==> src/rtl/mem_port_arbiter.sv <==
// Shares one request/grant memory port between instruction fetch and data load/store.
// Data wins by default; fetch is forced through after STARVE_LIMIT data grants, and an owner FIFO routes responses.
module mem_port_arbiter #(
    parameter int XLEN            = 32,
    parameter int MAX_OUTSTANDING = 2,
    parameter int STARVE_LIMIT    = 4
) (
    input  logic                                 clk_i,
    input  logic                                 rst_ni,
    input  logic                                 if_req_i,
    input  logic [XLEN-1:0]                      if_addr_i,
    output logic                                 if_gnt_o,
    output logic                                 if_rvalid_o,
    output logic [XLEN-1:0]                      if_rdata_o,
    input  logic                                 dm_req_i,
    input  logic                                 dm_we_i,
    input  logic [3:0]                           dm_be_i,
    input  logic [XLEN-1:0]                      dm_addr_i,
    input  logic [XLEN-1:0]                      dm_wdata_i,
    output logic                                 dm_gnt_o,
    output logic                                 dm_rvalid_o,
    output logic [XLEN-1:0]                      dm_rdata_o,
    output logic                                 mem_req_o,
    output logic                                 mem_we_o,
    output logic [3:0]                           mem_be_o,
    output logic [XLEN-1:0]                      mem_addr_o,
    output logic [XLEN-1:0]                      mem_wdata_o,
    input  logic                                 mem_gnt_i,
    input  logic                                 mem_rvalid_i,
    input  logic [XLEN-1:0]                      mem_rdata_i,
    output logic [$clog2(MAX_OUTSTANDING+1)-1:0] outstanding_o,
    output logic                                 err_o
);
    localparam int CW = $clog2(MAX_OUTSTANDING + 1);
    localparam int PW = (MAX_OUTSTANDING > 1) ? $clog2(MAX_OUTSTANDING) : 1;
    localparam int SW = $clog2(STARVE_LIMIT + 1);
    localparam logic [CW-1:0] FULL_CNT   = CW'(MAX_OUTSTANDING);
    localparam logic [SW-1:0] STARVE_MAX = SW'(STARVE_LIMIT);
    localparam logic [PW-1:0] LAST_PTR   = PW'(MAX_OUTSTANDING - 1);

    typedef enum logic [0:0] {IDLE, LOCKED} state_t;

    state_t          state_reg, state_next;
    logic            lock_owner_reg, lock_owner_next;
    logic            fifo_reg [MAX_OUTSTANDING];   // 0 = fetch, 1 = data
    logic [PW-1:0]   wr_ptr_reg, rd_ptr_reg;
    logic [CW-1:0]   count_reg;
    logic [SW-1:0]   starve_reg;
    logic            err_reg;

    logic req, owner, full, empty, grant, push, pop, head;

    assign full  = (count_reg == FULL_CNT);
    assign empty = (count_reg == '0);
    assign head  = fifo_reg[rd_ptr_reg];

    function automatic logic [PW-1:0] ptr_inc(input logic [PW-1:0] p);
        return (p == LAST_PTR) ? '0 : p + 1'b1;
    endfunction

    always_ff @(posedge clk_i or negedge rst_ni) begin
        if (!rst_ni) begin
            state_reg      <= IDLE;
            lock_owner_reg <= 1'b0;
        end else begin
            state_reg      <= state_next;
            lock_owner_reg <= lock_owner_next;
        end
    end

    // Arbitration and lock decision; a stalled request keeps its owner until accepted.
    always_comb begin
        req             = 1'b0;
        owner           = 1'b0;
        state_next      = IDLE;
        lock_owner_next = lock_owner_reg;
        if (state_reg == LOCKED) begin
            req   = 1'b1;
            owner = lock_owner_reg;
        end else if (!full) begin
            if (dm_req_i && (!if_req_i || starve_reg < STARVE_MAX)) begin
                req   = 1'b1;
                owner = 1'b1;
            end else if (if_req_i) begin
                req   = 1'b1;
                owner = 1'b0;
            end
        end
        if (req && !mem_gnt_i) begin
            state_next      = LOCKED;
            lock_owner_next = owner;
        end
    end

    // Everything is forced to zero while reset is held, including pass-through paths.
    always_comb begin
        mem_req_o     = req & rst_ni;
        grant         = mem_req_o & mem_gnt_i;
        push          = grant;
        pop           = mem_rvalid_i & rst_ni & ~empty;
        mem_we_o      = mem_req_o & owner & dm_we_i;
        mem_be_o      = !mem_req_o ? 4'h0 : (owner ? dm_be_i : 4'hF);
        mem_addr_o    = !mem_req_o ? '0 : (owner ? dm_addr_i : if_addr_i);
        mem_wdata_o   = (mem_req_o && owner) ? dm_wdata_i : '0;
        if_gnt_o      = grant & ~owner;
        dm_gnt_o      = grant & owner;
        if_rvalid_o   = pop & ~head;
        dm_rvalid_o   = pop & head;
        if_rdata_o    = rst_ni ? mem_rdata_i : '0;
        dm_rdata_o    = rst_ni ? mem_rdata_i : '0;
        outstanding_o = count_reg;
        err_o         = err_reg;
    end

    always_ff @(posedge clk_i or negedge rst_ni) begin
        if (!rst_ni) begin
            for (int i = 0; i < MAX_OUTSTANDING; i++) fifo_reg[i] <= 1'b0;
            wr_ptr_reg <= '0;
            rd_ptr_reg <= '0;
            count_reg  <= '0;
            starve_reg <= '0;
            err_reg    <= 1'b0;
        end else begin
            if (push) begin
                fifo_reg[wr_ptr_reg] <= owner;
                wr_ptr_reg           <= ptr_inc(wr_ptr_reg);
            end
            if (pop) rd_ptr_reg <= ptr_inc(rd_ptr_reg);
            if (push && !pop)      count_reg <= count_reg + 1'b1;
            else if (!push && pop) count_reg <= count_reg - 1'b1;

            if ((grant && !owner) || !if_req_i)
                starve_reg <= '0;
            else if (grant && owner && starve_reg != STARVE_MAX)
                starve_reg <= starve_reg + 1'b1;

            if (mem_rvalid_i && empty) err_reg <= 1'b1;
        end
    end
endmodule
==> config.mk <==
export PLATFORM = sky130hd
export DESIGN_NAME = mem_port_arbiter
export DESIGN_NICKNAME = d
export VERILOG_FILES = /design/src/rtl/mem_port_arbiter.sv
export SDC_FILE = /design/constraint.sdc
export NUM_CORES = 1
export LEC_CHECK = 0
export ABC_AREA = 1
export CORE_AREA = 4 4 108 110
export DETAILED_ROUTE_END_ITERATION = 10
export DIE_AREA = 0 0 112 114
export PLACE_DENSITY = 0.77
export SLEW_MARGIN = 20
export SYNTH_ARGS = -nofsm -noshare
export SYNTH_HDL_FRONTEND = slang
export SYNTH_SLANG_ARGS = --single-unit
==> constraint.sdc <==
create_clock -name clk_i -period 4.1 [get_ports clk_i]
set_input_delay 1.025 -clock clk_i [delete_from_list [all_inputs] [get_ports clk_i]]
set_output_delay 1.025 -clock clk_i [all_outputs]
set_load 0.05 [all_outputs]
==> results.py <==
metrics = {
    "run_status": {
        "run_status": "finished, final reports clean",
    },
    "placement": {
        "hpwl_um": 9340,
        "io_buffers": 279,
        "dpl_cell_area_um2": 5340,
        "preCtsSetupSlack_ns": 0.315,
        "gp_congestion": 0.820,
    },
    "sta": {
        "min_period_ns": 3.80,
        "hold_viol_final": 0,
        "timing.fmax_mhz": 263,
        "setup_violations": 0,
        "fin_ws_ns": 0.300,
        "slew_violations": 0,
        "tns_ns": 0,
        "slew_headroom_pct": 63.5,
        "fin_crit_sh_pct": 92.7,
        "grt_setup_unrepaired": "no",
        "fin_worst_skew_ns": 0.00113,
        "tightest_slew_ns": 0.548,
        "worst_hold_slack_ns": 0.470,
    },
    "grt": {
        "grt_start_max_net_pins": 37,
        "grt_first_pass_wirelength_um": 16100,
        "antenna_found_initial": 0,
        "overflow": 0,
        "grt_pass1_vias": 3044,
        "grt_util_all_layers_pct": 15.8,
    },
    "synthesis": {
        "async_flop_share_pct": 100,
        "synth_top_area_cell": "nor2_1",
        "yosysMostFrequentCell": "nor2_1",
        "ys_top_cells_by_area": "nor2_1 (21%), dfrtp_1 (15%), inv_1 (15%)",
        "ys_top_cells_by_count": "nor2_1 (109), inv_1 (78), nand2_1 (44)",
        "ys_ff_latch": 12,
        "synth.cell_area_um2": 1990,
        "synth_top_area_share_pct": 20.6,
        "synth_cells": 362,
        "ys.flop_type": "dfrtp_1",
        "synth_edf_count": 0,
        "syn_nets": 504,
        "seq_area_frac_synth_pct": 15.1,
        "yosys_warnings": 0,
        "synth_cell_types": 23,
        "synth.avg_cell_area_um2": 5.49,
    },
    "clock_tree": {
        "cts_made_buffers": 3,
        "holdBufCountCts": 0,
        "cts.clk_slew.worst_paths_ns": 0.06,
        "htreeDepth": 1,
        "cts_tree": "yes",
        "cts_sinks": 12,
        "postCtsSetupBuffers": 0,
        "cts-root-buf": "clkbuf_8",
        "clkLatencyLatePin_ns": 0.24,
        "clk_path_buf_depth": 2,
        "cts_resized": 0,
    },
    "route": {
        "drtPass1Iterations": 4,
        "routed_wl_um": 11000,
        "routed-via-count": 2986,
        "vias_per_cell": 4.04,
        "avgRoutedWirePerCell_um": 14.9,
        "drc_errors": 0,
        "drtIter0Drc": 199,
        "ant_nets": 0,
    },
    "power_and_ir_drop": {
        "ir_worst_vdd_v": 0.000351,
        "powerDensity_nw_per_um2": 422,
        "leakagePower_uw": 0.00261,
    },
    "die": {
        "core_area_um2": 10700,
        "rows": 38,
        "die_h_um": 114,
        "initial_core_util_pct": 18.6,
        "dieArea_um2": 12800,
        "die_x_um": 112,
        "num_io_pins": 280,
    },
    "critical_path": {
        "startpoint": "if_req_i",
        "end_kind": "output pin",
        "worstSetupPathType": "input port to output pin",
        "critPathLaunchType": "input port",
        "crit_arrival_ns": 2.78,
        "cp.required_ns": 3.07,
        "critPathMaxFanout": 36,
        "reg2reg_depth": 10,
        "r2r-start": "outstanding_o[0]",
    },
    "cells_and_area": {
        "multiInputGateArea_um2": 1010,
        "final_area_um2": 5400,
        "largest_reg_flops": 3,
        "antenna_cells": 0,
        "n_fill_cell": 1001,
        "fin_util_pct": 50.4,
        "area_growth_pct": 172,
        "seq_area_um2": 300,
        "nNetsFinal": 743,
        "drive_gt1_share_pct": 16.3,
    },
    "hold_path": {
        "hold_class": "flop to flop",
        "hp-start": "err_o",
        "whs_path_depth": 1,
    },
    "run": {
        "cap_violations": 0,
    },
}
## final cells by class
type,instances,area share [%]
well taps,140,3.25
inverters,80,5.56
clock buffers,4,1.02
multi-input cells,221,18.7
flip-flops and latches,12,5.56
repair buffers,283,65.9
## stage by stage
stage,instances,power [µW]
2_1_floorplan,362,1260
3_3_place_gp,736,2150
3_5_place_dp,736,2160
4_1_cts,740,2310
5_1_grt,740,2390
6_report,740,2280
## power by group
group / switching (µW) / internal (µW)
clock: 45.5 / 84.9
sequential: 31.6 / 156
combinational: 1140 / 816
total: 1220 / 1060
## critical path, stage by stage
cell	delay (ns)
clkdlybuf4s50_1	0.48
inv_1	0.06
nand2_1	0.07
nand2_2	0.07
a21boi_4	0.15
buf_12	0.20
nand2_4	0.22
nor2_1	0.29
buf_12	0.18
## layer usage
layer | track usage (%) | wire length, µm | vias up
met2 | 28.1 | 5390 | 176
met1 | 18.4 | 4230 | 1309
met3 | 5.73 | 1230 | 14
li1 | - | - | 1487
met5 | 0 | 0 | -
met4 | 3.21 | 184 | 0
## cells in the final DEF, fill, tap and decap left out, drive strengths merged
cell,synthesis,layout
a21boi,1,1
a21o,1,1
a21oi,1,1
buf,44,80
clkbuf,5,4
clkdlybuf4s50,0,203
dfrtp,12,12
ha,3,3
inv,80,80
nand2,48,48
nand3,9,9
nand3b,1,1
nor2,113,113
o21ai,39,39
xnor2,3,3
xor2,2,2
## cell families (layout without fill, tap and decap cells)
family / after synthesis / count (layout) / synth area share [%]
AO/OA/AOI/OAI: 42 / 42 / 11.4
XOR/XNOR: 5 / 5 / 2.20
adder cells (fa/ha/maj): 3 / 3 / 1.89
buffers and inverters: 129 / 367 / 34.1
flip-flops: 12 / 12 / 15.1
AND/OR/NAND/NOR: 171 / 171 / 35.3
## path summary, 6_finish.rpt
check                      slack, ns                to
hold / removal                  0.47             err_o
max in group asynchronous       2.74     starve_reg[0]
setup / recovery                0.30   mem_wdata_o[29]
hold reg to reg                 0.47             err_o
min in group asynchronous       1.19    lock_owner_reg
setup reg to reg                2.30  outstanding_o[1]
Note: power is estimated with default switching activity, not from simulation.
